### src/rtl/adder22_acc_seq.sv
// Neuron MAC accumulator sequencer: drives an external 22b adder to sum N_TERMS products plus bias.
// Build option: define SATURATE_EN to clamp the accumulator on signed overflow instead of wrapping.
module adder22_acc_seq #(
    parameter int N_TERMS = 784,
    parameter int CNT_W   = 10
) (
    input  logic        clk,
    input  logic        rst,
    input  logic        start,
    input  logic [19:0] bias,
    input  logic        in_valid,
    input  logic [19:0] in_data,
    output logic        in_ready,
    output logic [19:0] add_a,
    output logic [21:0] add_b,
    input  logic [21:0] add_sum,
    output logic        out_valid,
    output logic [21:0] out_data,
    input  logic        out_ready,
    output logic        busy,
    output logic        ovf
);

    typedef enum logic [1:0] {
        S_IDLE  = 2'd0,
        S_ACCUM = 2'd1,
        S_BIAS  = 2'd2,
        S_OUT   = 2'd3
    } state_t;

    state_t      state_reg, state_next;
    logic [21:0] acc_reg;
    logic [CNT_W-1:0] cnt_reg;
    logic [19:0] bias_reg;
    logic        ovf_reg;

    logic        beat;
    logic        add_fire;
    logic        add_ovf;
    logic        last_beat;
    logic [21:0] sum_q;

    assign beat      = (state_reg == S_ACCUM) && in_valid;
    assign add_fire  = beat || (state_reg == S_BIAS);
    assign last_beat = (cnt_reg == CNT_W'(N_TERMS - 1));

    // Both operands share a sign but the result does not: two's-complement overflow.
    assign add_ovf = (add_a[19] == add_b[21]) && (add_sum[21] != add_b[21]);

`ifdef SATURATE_EN
    assign sum_q = add_ovf ? (add_b[21] ? 22'h200000 : 22'h1FFFFF) : add_sum;
`else
    assign sum_q = add_sum;
`endif

    // State register
    always_ff @(posedge clk) begin
        if (rst) begin
            state_reg <= S_IDLE;
        end else begin
            state_reg <= state_next;
        end
    end

    // Next-state logic
    always_comb begin
        state_next = state_reg;
        case (state_reg)
            S_IDLE:  if (start)              state_next = S_ACCUM;
            S_ACCUM: if (beat && last_beat)  state_next = S_BIAS;
            S_BIAS:                          state_next = S_OUT;
            S_OUT:   if (out_ready)          state_next = S_IDLE;
            default:                         state_next = S_IDLE;
        endcase
    end

    // Datapath registers
    always_ff @(posedge clk) begin
        if (rst) begin
            acc_reg  <= '0;
            cnt_reg  <= '0;
            bias_reg <= '0;
            ovf_reg  <= 1'b0;
        end else if (state_reg == S_IDLE) begin
            if (start) begin
                acc_reg  <= '0;
                cnt_reg  <= '0;
                bias_reg <= bias;
                ovf_reg  <= 1'b0;
            end
        end else if (add_fire) begin
            acc_reg <= sum_q;
            if (add_ovf) begin
                ovf_reg <= 1'b1;
            end
            if (beat) begin
                cnt_reg <= cnt_reg + CNT_W'(1);
            end
        end
    end

    // Outputs, decoded from the registered state
    always_comb begin
        in_ready  = 1'b0;
        out_valid = 1'b0;
        out_data  = '0;
        add_a     = '0;
        add_b     = acc_reg;
        busy      = (state_reg != S_IDLE);
        ovf       = ovf_reg;
        case (state_reg)
            S_ACCUM: begin
                in_ready = 1'b1;
                add_a    = in_data;
            end
            S_BIAS: begin
                add_a = bias_reg;
            end
            S_OUT: begin
                out_valid = 1'b1;
                out_data  = acc_reg;
            end
            default: begin
                add_a = '0;
            end
        endcase
    end

endmodule

### config.mk
export PLATFORM = sky130hd
export DESIGN_NAME = adder22_acc_seq
export DESIGN_NICKNAME = d
export VERILOG_FILES = /design/src/rtl/adder22_acc_seq.sv
export SDC_FILE = /design/constraint.sdc
export NUM_CORES = 1
export LEC_CHECK = 0
export ABC_AREA = 1
export CORE_MARGIN = 2
export CORE_UTILIZATION = 36
export DETAILED_ROUTE_END_ITERATION = 10
export GPL_TIMING_DRIVEN = 0
export PLACE_DENSITY = 0.74
export SLEW_MARGIN = 20
export SYNTH_ARGS = -nofsm -noshare
export SYNTH_HDL_FRONTEND = slang
export SYNTH_SLANG_ARGS = --single-unit
### constraint.sdc
create_clock -name clk -period 1.8 [get_ports clk]
set_input_delay 0.18 -clock clk [delete_from_list [all_inputs] [get_ports clk]]
set_output_delay 0.18 -clock clk [all_outputs]
set_load 0.01 [all_outputs]
## Word-level counts from Yosys, hierarchy flattened

Index checks and enable logic that the tools add are counted.

- Register bits after elaboration: 55
- Output and inout bits: 68
- Logic and storage cells: 48

- Reduce and logical (&&, ||, !) cells: 14
- Add/subtract/negate cells: 1
- Equal/unequal tests: 9
- Multiplexer cells: 19

Operators with widths:

| kind | count |
|---|---|
| 22-bit 2-to-1 mux | 4 |
| 10-bit 2-to-1 mux | 4 |
| 20-bit one-hot mux with 2 select lines | 1 |
| 10-bit by 1-bit adder with 10-bit output (second input constant) | 1 |
| 10-bit == test (second input constant) | 1 |
| 3-bit AND reduction | 3 |
| 2-bit one-hot mux with 4 select lines | 1 |
| 2-bit nonzero test | 4 |
| 1-bit 2-to-1 mux | 6 |
| 2-bit 2-to-1 mux | 3 |
| 2-bit == test (second input constant) | 2 |
| 2-bit != test (second input constant) | 2 |
| 2-bit AND reduction | 2 |
| 1-bit logical AND | 3 |
| 2-bit by 1-bit == test with 1-bit output (second input constant) | 1 |
| 2-bit zero test | 1 |
| 2-bit by 1-bit != test with 1-bit output (second input constant) | 1 |
| 1-bit == test | 1 |
| 1-bit logical OR | 1 |
| 1-bit != test | 1 |

## Logic depth before layout (Yosys ltp)

Gate-level depths: netlist of run 1.

- Depth in word-level cells: 7
- Gate-level depth with buffers: 11
- Gate-level depth less buffers: 11

## Worst setup path before layout of run 1

OpenSTA, ideal clock, no wires.

- Kind: register to output
- Start point: register state_reg[1]
- End point: output add_a[0]
- Data arrival time: 1.259 ns
- Cell stages (with the launch flop): 6
- Buffers on the path: 1
- Path slack: 0.361 ns
- Cells stage by stage: dfxtp_1 inv_1 ha_1 clkbuf_1 nand2_1 a21oi_1

- Cells in the longest elaborated chain, start to end: 2
- Elaborated cells between the ends (all ways): 3

RTL lines:

| what | RTL line | source |
|---|---|---|
| from (decl) | 31 | `state_t state_reg, state_next;` |
| from (signal assigned) | 61 | `state_reg <= state_next;` |
| 2-bit == test / 2-bit by 1-bit == test with 1-bit output (equally long branches) | 111 | `case (state_reg)` |
| 20-bit one-hot mux with 2 select lines * | 111 |  |
| to (decl) | 14 | `output logic [19:0] add_a,` |

Mark *: on every way between the ends. The rest lies on a longest branch, timed or not.

## Worst setup path after layout of run 1

- Start point: register state_reg[1]
- End point: output out_valid

- Cells in the longest elaborated chain, start to end: 2

RTL lines:

| what | RTL line | source |
|---|---|---|
| 2-bit == test | 111 |  |
| 1-bit 2-to-1 mux | 111 |  |
| to (decl) | 17 | `output logic out_valid,` |

Every way passes these cells.

==> results.py, run 1 <==
metrics = {
    "sta": {
        "grt_setup_unrepaired": "no",
        "worst_pin_slew_ps": 466,
        "max_slew_margin_pct": 69.0,
        "max_freq_mhz": 576,
        "setup_viol": 0,
        "finClkSkew_ps": 5.41,
        "layout_min_cycle_time_ps": 1740,
        "hold_viol": 0,
        "whs_ps": 232,
        "post-route-period-util_pct": 96.5,
        "final_max_slew_viol_count": 0,
    },
    "route": {
        "met2_length_mm": 4.13,
        "drtIter0Drc": 146,
        "via_per_inst": 4.79,
        "met3_length_um": 585,
        "wl_per_cell_um": 12.8,
        "postRouteWirelength_mm": 8.52,
        "drcViolationCount": 0,
        "ant_nets": 0,
        "wl_met1_mm": 3.77,
        "routed.top_layer": "met4",
        "drtPass1Iterations": 4,
        "via_count": 3188,
    },
    "yosys": {
        "synth_top_area_share_pct": 40.2,
        "avgSynthCellArea_um2": 6.53,
        "synth_cells": 419,
        "synth-seq-cells": 55,
        "ys_top_cells_by_area": "dfxtp_1 (40%), nand2_1 (13%), a21oi_1 (9.5%)",
        "synth_cell_types": 23,
        "ys_warn_count": 0,
        "syn-num-nets": 492,
        "ys_seq_area_share_pct": 40.2,
        "synthesis.area_um2": 2740,
        "yosysTopAreaCell": "dfxtp_1",
    },
    "die": {
        "die_y_um": 91.2,
        "core_area_um2": 7290,
        "rows": 31,
        "start_util_pct": 37.5,
        "die_x_um": 91.2,
        "ios": 135,
        "dieArea_um2": 8310,
    },
    "placed_design": {
        "gp_congestion": 0.777,
        "io_buffers": 133,
        "hpwl_mm": 6.50,
        "place_area_um2": 4190,
    },
    "power": {
        "irDropWorstVdd_mv": 0.822,
        "p_int_mw": 3.22,
        "power.density_nw_per_um2": 1310,
        "sw_frac_of_total_pct": 43.4,
        "power_frac_comb_pct": 57.7,
        "p_leak_nw": 1.96,
        "seq_power_share_pct": 30.7,
        "clkPwrFrac_pct": 11.7,
        "p_sw_mw": 2.47,
    },
    "setup_path": {
        "critPathTopFamily": "buffers and inverters",
        "crit_slowest_cell": "clkdlybuf4s50_1",
        "crit_fanout": 4,
        "r2r_start": "state_reg[1]",
        "slowest_delay_ps": 530,
        "end_kind": "primary output",
        "worst-setup-path-type": "flop to primary output",
        "r2r_cells": 7,
        "critPathBufInv": 2,
        "crit_chain": "ha_4 > buf_4 > clkdlybuf4s50_1",
        "rrSetupSlack_ps": 190,
        "cp-start-kind": "flop",
        "r2r-end": "cnt_reg[6]",
        "worstPathRequired_ps": 1620,
        "worstPathArrival_ps": 1560,
    },
    "clock_tree": {
        "clock_path_buffers": 2,
        "cts_buffers": 5,
        "cts-root-buf": "clkbuf_8",
        "clock-sinks": 55,
        "cts_tree": "done",
        "clk_latency_ps": 300,
        "clkTransAtPathRegs_ps": 100,
        "htree_levels": 2,
    },
    "final_layout": {
        "layout_common_cells": "nand2_1 (94), clkdlybuf4s50_1 (90), nor2_1 (53), dfxtp_1 (53), nand3_1 (50)",
        "largest_reg_flops": 22,
        "postLayoutCellArea_um2": 4350,
        "layout_commonest_cell": "nand2_1",
        "seq_area_um2": 1110,
        "n_antenna_cell": 0,
        "syn_to_final_growth_pct": 58.8,
        "fin_nets": 638,
        "multiInputGateArea_um2": 1410,
        "layout-drive-gt1-share_pct": 12.5,
        "fillers": 718,
    },
    "global_route": {
        "grt_pass1_wl_mm": 13.8,
        "antenna_found_initial": 0,
        "grt_usage_pct": 20.0,
        "grt_overflow": 0,
        "grt_pass1_vias": 2906,
        "grt_max_degree": 17,
    },
    "hold_path": {
        "hold_class": "primary input to flop",
        "hold_depth": 2,
        "hp-start": "rst",
        "hold_end": "add_b[19]",
    },
    "run": {
        "max_cap_viol_count": 0,
    },
    "run_status": {
        "status": "finished clean",
    },
}
## repair_timing
| item | in CTS | in global routing |
|---|---|---|
| hold buffers | 0 | 0 |
| resized for setup | 134 | 14 |
| endpoints found under the hold margin | 0 | 0 |
| endpoints found under the setup margin | 45 | 40 |
| buffers inserted | 6 | 0 |
| pin swaps | 1 | 0 |
## layer usage
layer,vias to the layer above,global-route usage [%]
met5,-,0
met4,0,3.03
met3,4,4.56
met2,132,35.6
met1,1431,25.2
li1,1621,-
## cell usage after synthesis
library cell  instances
a21oi_1              52
nand3_1              50
inv_2                 1
o211ai_1              1
nor2_2                1
a31oi_1               1
nor3_1                1
dfxtp_1              55
nor2_1               53
inv_4                 1
nor2_4                1
nand4_1               1
o22ai_1               1
nand2_1              94
nand2_2               3
o21ai_0              25
clkbuf_1             13
buf_1                 2
ha_1                  6
buf_4                 2
nand2_4               1
inv_1                46
buf_2                 8
## worst reg2reg max path: stages (launching register included)
cell and delay, ps:
dfxtp_4 400, inv_2 80, ha_4 180, nand2_2 150, inv_1 100, nor2_1 240, inv_1 190, nor3_1 210
## worst max path at each step
stage / startpoint / endpoint / slack (ps) / cells after the start
after detailed placement: state_reg[0] / add_a[8] / -310 / 6
after global placement: state_reg[0] / add_a[8] / -310 / 6
after global routing: state_reg[0] / add_a[18] / 3 / 6
after floorplan: state_reg[1] / add_a[0] / 360 / 5
after CTS: state_reg[0] / add_a[19] / 1 / 8
final: state_reg[1] / out_valid / 60 / 3
## stage by stage
stage	TNS, ps	power (mW)	utilization (%)	setup slack, ps	instances
6_report	0	5.69	59.6	63.3	665
5_1_grt	0	6.13	59.6	3.47	665
4_1_cts	0	5.59	59.1	1.13	665
3_5_place_dp	-9570	4.71	57.5	-314	651
3_3_place_gp	-8850	4.64	57.5	-306	651
2_1_floorplan	0	3.45	-	361	419
## cell type report
type                            count  share of cell area [%]
Timing Repair Buffer              139                    28.7
Clock inverter                      2                   0.288
Inverter                           48                    4.26
Buffer                             25                    4.20
Tap cell                           99                    2.85
Clock buffer                        6                    1.67
Sequential cell                    55                    25.5
Multi-Input combinational cell    291                    32.5
## power groups by stage
stage / Sequential (mW) / Combinational (mW) / Clock, mW
6_report: 1.75 / 3.28 / 0.665
5_1_grt: 1.78 / 3.60 / 0.746
4_1_cts: 1.73 / 3.17 / 0.691
3_5_place_dp: 1.74 / 2.97 / 0
3_3_place_gp: 1.73 / 2.91 / 0
2_1_floorplan: 1.76 / 1.69 / 0
## logic make-up (layout without fill, tap and decap cells)
| logic type | Yosys count | in the layout | synth area share [%] |
|---|---|---|---|
| adders and majority gates | 6 | 6 | 2.74 |
| AOI/OAI and AO/OA | 80 | 80 | 14.8 |
| DFF | 55 | 55 | 40.2 |
| and+or+nand+nor | 205 | 205 | 31.5 |
| buffers and inverters | 73 | 220 | 10.7 |
Note: power is estimated with default switching activity, not from simulation.
==> run 2, diff against run 1 <==
CTS_CLUSTER_DIAMETER = 100   (was default)
==> results of run 2 <==
Same layout as run 1: the final DEF is identical, and so are final timing and power.
==> run 3, diff against run 2 <==
CORE_UTILIZATION = 41   (was 36)
PLACE_DENSITY = 0.82   (was 0.74)
==> run 3 against run 2 <==
Sequential power is essentially flat; non-clock buffer count increased by 2; die area is 12% lower; global-route usage rose by 2.1 points; clock power rose by 12%; flip-flop and latch count did not move; combinational power about the same; hold slack got worse by 6.3 ps; critical path depth stayed put; setup slack got worse by 16 ps; core utilization up 8.7 points; largest power group unchanged.
==> results.py, run 3 (same netlist as run 1, synthesis figures left out) <==
metrics = {
    "run_status": {
        "status": "finished clean",
    },
    "die": {
        "start_util_pct": 42.8,
        "rows": 29,
        "core_area_um2": 6390,
        "die_y_um": 85.7,
        "dieArea_um2": 7340,
        "die_x_um": 85.7,
        "ios": 135,
    },
    "clock_tree": {
        "cts_tree": "done",
        "clk_latency_ps": 300,
        "htree_levels": 2,
        "clock_path_buffers": 2,
        "cts_buffers": 5,
        "cts-root-buf": "clkbuf_8",
        "clkTransAtPathRegs_ps": 100,
        "clock-sinks": 55,
    },
    "sta": {
        "finClkSkew_ps": 9.29,
        "final_max_slew_viol_count": 0,
        "grt_setup_unrepaired": "yes",
        "hold_viol": 0,
        "setup_viol": 0,
        "max_slew_margin_pct": 69.2,
        "tns_ps": 0,
        "post-route-period-util_pct": 97.4,
        "layout_min_cycle_time_ps": 1750,
        "worst_pin_slew_ps": 462,
        "whs_ps": 226,
        "max_freq_mhz": 571,
    },
    "final_layout": {
        "fin_nets": 640,
        "n_antenna_cell": 0,
        "layout-drive-gt1-share_pct": 12.3,
        "layout_commonest_cell": "nand2_1",
        "fin_cells": 645,
        "syn_to_final_growth_pct": 59.5,
        "postLayoutCellArea_um2": 4370,
        "layout_common_cells": "nand2_1 (93), clkdlybuf4s50_1 (90), nor2_1 (53), dfxtp_1 (53), nand3_1 (50)",
        "largest_reg_flops": 22,
        "fillers": 527,
    },
    "setup_path": {
        "crit_fanout": 6,
        "end_kind": "primary output",
        "worstPathRequired_ps": 1620,
        "worstSetupStartpoint": "state_reg[0]",
        "worst-setup-path-type": "flop to primary output",
        "r2r-end": "add_b[4]",
        "critPathCapture": "in_ready",
        "cp-start-kind": "flop",
        "worstPathArrival_ps": 1570,
        "r2r_start": "state_reg[0]",
        "r2r_cells": 8,
        "rrSetupSlack_ps": 200,
    },
    "global_route": {
        "grt_usage_pct": 22.1,
        "grt_pass1_wl_mm": 13.2,
        "antenna_found_initial": 0,
        "grt_max_degree": 16,
        "grt_pass1_vias": 3022,
        "grt_overflow": 0,
    },
    "route": {
        "wl_per_cell_um": 13.0,
        "drtIter0Drc": 231,
        "via_count": 3218,
        "postRouteWirelength_mm": 8.39,
        "drtPass1Iterations": 4,
        "ant_nets": 0,
        "drcViolationCount": 0,
        "via_per_inst": 4.99,
    },
    "placed_design": {
        "io_buffers": 133,
        "hpwl_mm": 6.34,
        "place_area_um2": 4160,
        "placed_cells": 629,
        "gp_congestion": 0.822,
    },
    "run": {
        "max_cap_viol_count": 0,
    },
    "power": {
        "p_total_mw": 5.78,
        "irDropWorstVdd_mv": 0.858,
        "power.density_nw_per_um2": 1320,
        "p_leak_nw": 2.00,
    },
    "hold_path": {
        "hold_class": "primary input to flop",
    },
}
[run 3: cell count changes in the layout (fill, tap and decap cells not counted), sizes merged]
cell and delta:
dlymetal6s2s +1, clkinv -1, clkbuf +11, dlygate4sd2 -1
buf -7, clkinvlp -1
[run 3: worst min path at each step]
stage	slack [ps]	startpoint	cells after the start	to
after CTS	220	rst	2	add_b[20]
after global placement	440	ovf	2	ovf
after global routing	240	rst	2	add_b[20]
final	230	rst	2	add_b[20]
after detailed placement	450	ovf	2	ovf
after floorplan	350	add_sum[0]	2	add_b[0]
[run 3: through the flow]
stage | util [%] | setup WS, ps
after CTS | 67.8 | -103
after floorplan | - | 361
after global routing | 68.4 | -18.8
final | 68.4 | 47.2
after detailed placement | 65.2 | -353
after global placement | 65.2 | -332
[run 3: repair_timing]
| action | in CTS | in global routing |
|---|---|---|
| setup buffers | 5 | 2 |
| cloned | 0 | 1 |
| hold buffers | 0 | 0 |
| endpoints found under the setup margin | 45 | 24 |
| pin swaps | 1 | 0 |
| hold endpoints to repair | 0 | 0 |
| gates resized for setup | 103 | 35 |
[run 3: cell type report]
cell class	count	area (um^2)	share of cell area, %
Timing Repair Buffer	141	1280	29.4
Clock buffer	8	100	2.29
Buffer	25	186	4.27
Inverter	48	185	4.24
Tap cell	77	96.3	2.21
Multi-Input combinational cell	291	1410	32.2
Sequential cell	55	1110	25.4
[run 3: report_power, final]
part | leakage [nW] | total [mW] | internal [mW] | switching [mW]
combinational | 1.50 | 3.28 | 1.45 | 1.83
clock | 0.0515 | 0.747 | 0.352 | 0.395
sequential | 0.452 | 1.75 | 1.52 | 0.232
[run 3: critical path, cell delays in order, from the launching register on]
cell and delay, ps:
dfxtp_4 400, buf_4 130, ha_4 180, clkdlybuf4s50_1 550
[run 3: routing by layer]
| layer | track usage, % | routed length (um) |
|---|---|---|
| met2 | 39.2 | 4170 |
| met3 | 5.29 | 594 |
| met1 | 27.1 | 3550 |
| met5 | 0 | 0 |
| met4 | 5.34 | 80 |
